<file path="config.mk">
export PLATFORM = sky130hd
export DESIGN_NAME = dma_wb_arbiter
export DESIGN_NICKNAME = d
export VERILOG_FILES = /design/src/rtl/dma_arb_pkg.sv /design/src/rtl/dma_rr_picker.sv /design/src/rtl/dma_wb_arbiter.sv
export SDC_FILE = /design/constraint.sdc
export NUM_CORES = 1
export LEC_CHECK = 0
export CAP_MARGIN = 30
export CORE_MARGIN = 8
export CORE_UTILIZATION = 37
export CTS_CLUSTER_DIAMETER = 100
export DETAILED_ROUTE_END_ITERATION = 8
export GPL_TIMING_DRIVEN = 0
export PLACE_DENSITY_LB_ADDON = 0.2
export SLEW_MARGIN = 20
export SYNTH_ARGS = -nofsm -noshare
export SYNTH_HDL_FRONTEND = slang
export SYNTH_SLANG_ARGS = --single-unit
</file>
<file path="constraint.sdc">
create_clock -name i_clk -period 3.3 [get_ports i_clk]
set_input_delay 0.66 -clock i_clk [delete_from_list [all_inputs] [get_ports i_clk]]
set_output_delay 0.66 -clock i_clk [all_outputs]
set_load 0.02 [all_outputs]
</file>
<file path="src/rtl/dma_arb_pkg.sv">
// Shared types and helpers for the DMA wishbone arbiter.
//   arb_state_e : arbiter FSM states (IDLE -> ISSUE -> WAIT -> DONE -> IDLE)
//   chid_w(n)   : width of a channel index for n channels (at least 1 bit)
package dma_arb_pkg;

    typedef enum logic [1:0] {
        IDLE  = 2'd0,
        ISSUE = 2'd1,
        WAIT  = 2'd2,
        DONE  = 2'd3
    } arb_state_e;

    function automatic int chid_w(input int n);
        return (n > 1) ? $clog2(n) : 1;
    endfunction

endpackage

</file>
<file path="src/rtl/dma_rr_picker.sv">
// Combinational round-robin picker.
// Finds the first asserted request at or after i_ptr, searching upward and
// wrapping from N_CH-1 back to 0.
//   i_req   : per-channel request vector
//   i_ptr   : channel with highest priority this cycle (must be < N_CH)
//   o_valid : at least one request is asserted
//   o_idx   : index of the selected channel (0 when o_valid is low)
module dma_rr_picker
    import dma_arb_pkg::*;
#(
    parameter int   N_CH   = 2,
    localparam int  CHID_W = chid_w(N_CH)
) (
    input  logic [N_CH-1:0]   i_req,
    input  logic [CHID_W-1:0] i_ptr,
    output logic              o_valid,
    output logic [CHID_W-1:0] o_idx
);

    // w_cand[k] is the channel sitting k places after the pointer.
    logic [CHID_W-1:0] w_cand [N_CH];
    logic [N_CH-1:0]   w_hit;

    generate
        for (genvar gi = 0; gi < N_CH; gi++) begin : g_cand
            // One spare bit so ptr + offset cannot overflow before the wrap.
            logic [CHID_W:0] w_sum;
            assign w_sum        = {1'b0, i_ptr} + (CHID_W+1)'(gi);
            assign w_cand[gi]   = (w_sum >= (CHID_W+1)'(N_CH))
                                ? CHID_W'(w_sum - (CHID_W+1)'(N_CH))
                                : CHID_W'(w_sum);
            assign w_hit[gi]    = i_req[w_cand[gi]];
        end
    endgenerate

    assign o_valid = |w_hit;

    // Scan from the far end so the nearest hit to the pointer wins.
    always_comb begin
        o_idx = '0;
        for (int k = N_CH - 1; k >= 0; k--) begin
            if (w_hit[k]) begin
                o_idx = w_cand[k];
            end
        end
    end

endmodule

</file>
<file path="src/rtl/dma_wb_arbiter.sv">
// Round-robin scheduler sharing one wishbone master agent among N_CH DMA
// channel FSMs, with lock support so a channel can keep a read->write pair
// together.
//   i_clk, i_rst              : clock, asynchronous active-high reset
//   i_req/i_lock/i_we         : per-channel request, keep-grant, write enable
//   i_addr/i_wdata            : per-channel command, channel n in slice n
//   o_ack, o_rdata            : completion pulse to granted channel, read data
//   o_busy, o_grant_id        : arbiter not idle, current/last granted channel
//   o_agt_start/we/addr/wdata : command to the agent (start is a 1-cycle pulse)
//   i_agt_done, i_agt_rdata   : agent completion pulse and read data
module dma_wb_arbiter
    import dma_arb_pkg::*;
#(
    parameter int   N_CH       = 2,
    parameter int   DATA_WIDTH = 32,
    parameter int   ADDR_WIDTH = 32,
    localparam int  CHID_W     = chid_w(N_CH)
) (
    input  logic                       i_clk,
    input  logic                       i_rst,
    input  logic [N_CH-1:0]            i_req,
    input  logic [N_CH-1:0]            i_lock,
    input  logic [N_CH-1:0]            i_we,
    input  logic [N_CH*ADDR_WIDTH-1:0] i_addr,
    input  logic [N_CH*DATA_WIDTH-1:0] i_wdata,
    output logic [N_CH-1:0]            o_ack,
    output logic [DATA_WIDTH-1:0]      o_rdata,
    output logic                       o_busy,
    output logic [CHID_W-1:0]          o_grant_id,
    output logic                       o_agt_start,
    output logic                       o_agt_we,
    output logic [ADDR_WIDTH-1:0]      o_agt_addr,
    output logic [DATA_WIDTH-1:0]      o_agt_wdata,
    input  logic                       i_agt_done,
    input  logic [DATA_WIDTH-1:0]      i_agt_rdata
);

    arb_state_e              r_state;
    arb_state_e              w_state_next;
    logic [CHID_W-1:0]       r_gid;
    logic [CHID_W-1:0]       r_ptr;
    logic                    r_lock_own;
    logic                    r_lock;
    logic                    r_we;
    logic [ADDR_WIDTH-1:0]   r_addr;
    logic [DATA_WIDTH-1:0]   r_wdata;
    logic [DATA_WIDTH-1:0]   r_rdata;
    logic [N_CH-1:0]         r_ack;

    logic [ADDR_WIDTH-1:0]   w_addr_ch  [N_CH];
    logic [DATA_WIDTH-1:0]   w_wdata_ch [N_CH];
    logic [CHID_W-1:0]       w_gid_inc;
    logic                    w_lock_hold;
    logic                    w_lock_drop;
    logic [CHID_W-1:0]       w_search_ptr;
    logic                    w_pick_valid;
    logic [CHID_W-1:0]       w_pick_idx;
    logic                    w_grant;
    logic [CHID_W-1:0]       w_grant_id;
    logic                    w_start;

    generate
        for (genvar gi = 0; gi < N_CH; gi++) begin : g_slice
            assign w_addr_ch[gi]  = i_addr[gi*ADDR_WIDTH +: ADDR_WIDTH];
            assign w_wdata_ch[gi] = i_wdata[gi*DATA_WIDTH +: DATA_WIDTH];
        end
    endgenerate

    assign w_gid_inc   = (r_gid == CHID_W'(N_CH - 1)) ? '0 : r_gid + 1'b1;
    assign w_lock_hold = r_lock_own &&  i_req[r_gid];
    assign w_lock_drop = r_lock_own && !i_req[r_gid];

    // A locker that lets go hands priority to its neighbour in the same
    // cycle, so the search already starts from gid+1.
    assign w_search_ptr = w_lock_drop ? w_gid_inc : r_ptr;

    dma_rr_picker #(
        .N_CH (N_CH)
    ) u_picker (
        .i_req   (i_req),
        .i_ptr   (w_search_ptr),
        .o_valid (w_pick_valid),
        .o_idx   (w_pick_idx)
    );

    assign w_grant    = w_lock_hold || w_pick_valid;
    assign w_grant_id = w_lock_hold ? r_gid : w_pick_idx;

    always_ff @(posedge i_clk or posedge i_rst) begin
        if (i_rst) begin
            r_state <= IDLE;
        end else begin
            r_state <= w_state_next;
        end
    end

    always_comb begin
        w_state_next = r_state;
        w_start      = 1'b0;
        case (r_state)
            IDLE:    if (w_grant) w_state_next = ISSUE;
            ISSUE: begin
                w_start      = 1'b1;
                w_state_next = WAIT;
            end
            WAIT:    if (i_agt_done) w_state_next = DONE;
            DONE:    w_state_next = IDLE;
            default: w_state_next = IDLE;
        endcase
    end

    always_ff @(posedge i_clk or posedge i_rst) begin
        if (i_rst) begin
            r_gid      <= '0;
            r_ptr      <= '0;
            r_lock_own <= 1'b0;
            r_lock     <= 1'b0;
            r_we       <= 1'b0;
            r_addr     <= '0;
            r_wdata    <= '0;
            r_rdata    <= '0;
            r_ack      <= '0;
        end else begin
            r_ack <= '0;
            case (r_state)
                IDLE: begin
                    if (w_lock_drop) begin
                        r_lock_own <= 1'b0;
                        r_ptr      <= w_gid_inc;
                    end
                    if (w_grant) begin
                        r_gid   <= w_grant_id;
                        r_we    <= i_we[w_grant_id];
                        r_lock  <= i_lock[w_grant_id];
                        r_addr  <= w_addr_ch[w_grant_id];
                        r_wdata <= w_wdata_ch[w_grant_id];
                    end
                end
                WAIT: begin
                    if (i_agt_done) begin
                        // Writes report zero so a channel never sees bus junk.
                        r_rdata      <= r_we ? '0 : i_agt_rdata;
                        r_ack[r_gid] <= 1'b1;
                    end
                end
                DONE: begin
                    r_lock_own <= r_lock;
                    if (!r_lock) begin
                        r_ptr <= w_gid_inc;
                    end
                end
                default: ;
            endcase
        end
    end

    assign o_ack       = r_ack;
    assign o_rdata     = r_rdata;
    assign o_busy      = (r_state != IDLE);
    assign o_grant_id  = r_gid;
    assign o_agt_start = w_start;
    assign o_agt_we    = r_we;
    assign o_agt_addr  = r_addr;
    assign o_agt_wdata = r_wdata;

endmodule

</file>
==> qor.yml <==
status: "finished clean"
synth_area_mm2: 0.00546
cts_buffers: 9
dr.pass1.iters: 7
ctsHtreeMaxLevel: 3
fin_worst_skew_ns: 0.00883
postSynthCellCount: 579
grt_max_degree: 32
antenna_left: 0
first_iter_violations: 448
vdd_drop_max_v: 0.000475
core-area_mm2: 0.0145
synth_seq_cells: 105
drc: 0
yosys_warnings: 0
clk_latency_ns: 0.34
start_kind: "register"
areaGrowthSynthToFinish_pct: 59.7
finalHoldViolations: 0
required_ns: 2.64
layout_setup_ws_ns: 0.747
relSlewSlack_pct: 64.8
syn_nets: 752
grt_pass1_vias: 6220
holdBufCountCts: 0
synth_cell_types: 27
place_inst: 1034
grt_pass1_wl_mm: 31.9
root_buffer: "clkbuf_16"
regArea_mm2: 0.00263
multi_input_area_mm2: 0.00242
comb_power_share_pct: 56.7
period_share_pct: 77.4
yosysSeqAreaShare_pct: 48.2
grt_antenna_before_repair: 0
rsz0062_at_grt: "no"
worst_pin_slew_ns: 0.527
hold_class: "reg -> reg"
tns_ns: 0
setup_viol: 0
fin_crit_ns: 2.55
layout.nets: 1034
maxCapViolations: 0
vias: 5874
clock-sinks: 105
clockBufferDepth: 2
synth.area.top_cells: "dfrtp_1 48%, o2111ai_1 21%, nand2_1 7.0%, nand3_1 6.1%, nand2b_1 3.7%"
most-common-layout-cells: "268 x clkdlybuf4s50_1, 132 x o2111ai_1, 105 x dfrtp_1"
p_leak_nw: 3.55
fillers: 1197
cts_tree: "yes"
p_switching_mw: 3.26
layout_commonest_cell: "clkdlybuf4s50_1"
die_x_um: 137
ios: 271
clockPowerShare_pct: 14.0
initial_core_util_pct: 37.7
yosysTopAreaCell: "dfrtp_1"
synth_top_area_share_pct: 48.2
pre_cts_slack_ns: 1.09
critical_path_class: "reg -> out"
viasPerCell: 5.59
die_area_mm2: 0.0189
io_buffers: 268
place_congestion: 0.884
instances_no_fill: 1050
power_frac_seq_pct: 29.4
globalRouteOverflowTotal: 0
wl_per_cell_um: 19.9
postCtsSetupBuffers: 0
post-dp-hpwl_mm: 16.2
p_int_mw: 4.28
syn_avg_cell_area_um2: 9.42
worstPathArrival_ns: 1.89
max_freq_ghz: 0.392
maxSlewViolCount: 0
power_density_mw_per_mm2: 866
core.rowCount: 44
clk_pin_slew_worst_paths_ns: 0.07
cp_max_fo: 6
totalWireLength_mm: 20.9
cp-end-kind: "output port"
layout-drive-gt1-share_pct: 5.90
dieHeight_um: 137
cts_resized: 0
track_usage_pct: 21.3
switching_share_pct: 43.3
logic make-up after synthesis:
| family | synth area share [%] |
|---|---|
| AO/OA/AOI/OAI | 25.3 |
| adder cells (fa/ha/maj) | 0.917 |
| buffers and inverters | 7.41 |
| flip-flops | 48.2 |
| multiplexers | 1.03 |
| AND/OR/NAND/NOR | 17.2 |
critical path: stages, from the launching register on:
cell             delay, ns
dfrtp_1               0.40
inv_1                 0.09
ha_1                  0.20
buf_2                 0.15
inv_1                 0.08
clkdlybuf4s50_1       0.63
layer usage:
metal	vias to the layer above	global-route usage, %	wire (um)
li1	2760	-	-
met4	0	10.7	782
met3	51	5.25	1770
met2	281	34.8	9920
met1	2782	25.5	8410
met5	-	0	0
synthesized netlist by cell type:
library cell / n
o21ai_0: 32
inv_1: 9
o2111ai_1: 132
o22a_1: 1
o22ai_1: 1
and2_1: 1
a21oi_1: 2
mux2i_1: 3
dfrtp_1: 105
buf_2: 26
ha_1: 4
mux2_2: 1
o21ai_1: 2
clkbuf_1: 38
buf_1: 7
a311oi_1: 1
and3_1: 1
nand2_1: 102
a41oi_1: 1
buf_4: 2
nand2b_1: 32
nand3_1: 66
nor2b_1: 1
nor2_1: 2
mux2_4: 1
buf_6: 5
a32oi_1: 1
state kept, by name (all words and copies together), names as in the netlist, named ones only:
name / cells
o_agt_wdata: 32
r_lock: 1
r_lock_own: 1
r_state: 2
o_rdata: 32
o_agt_we: 1
o_agt_addr: 32
o_ack: 2
r_ptr: 1
power by group through the flow:
| stage | clock (mW) | combinational, mW | sequential (mW) |
|---|---|---|---|
| after floorplan | 0 | 1.67 | 2.85 |
| after global placement | 0 | 4.18 | 2.21 |
| after detailed placement | 0 | 4.27 | 2.23 |
| after CTS | 1.07 | 4.29 | 2.22 |
| after global routing | 1.12 | 4.62 | 2.28 |
| final | 1.05 | 4.28 | 2.22 |
area by class of cell:
cell class              count  share of cell area (%)
inverters                   9                   0.431
diodes                      1                  0.0287
well taps                 184                    2.64
flip-flops and latches    105                    30.2
multi-input cells         387                    27.8
repair buffers            271                    31.5
plain buffers              78                    4.25
clock inverters             3                   0.488
clock buffers              12                    2.71
stage by stage:
| stage | total power, mW | hold slack, ns | cell area (um^2) | utilization [%] |
|---|---|---|---|---|
| global placement | 6.39 | 0.462 | 8370 | 57.8 |
| global route | 8.02 | 0.497 | 8710 | 60.2 |
| finish | 7.55 | 0.485 | 8710 | 60.2 |
| floorplan | 4.52 | 0.486 | 5460 | - |
| CTS | 7.58 | 0.487 | 8710 | 60.2 |
| detailed placement | 6.50 | 0.472 | 8430 | 58.2 |
final timing paths:
path                                   endpoint  slack (ns)   startpoint  depth (start not counted)
worst min register to register      o_rdata[29]        0.49  o_rdata[29]                          2
worst max-delay path                     o_busy        0.75   r_state[0]                          5
max in group asynchronous       o_agt_wdata[14]        1.87        i_rst                          4
worst max register to register    o_agt_addr[2]        1.35   r_state[0]                          7
min in group asynchronous           o_rdata[24]        0.69        i_rst                          2
worst min-delay path                o_rdata[29]        0.49  o_rdata[29]                          2
Note: power is estimated with default switching activity, not from simulation.
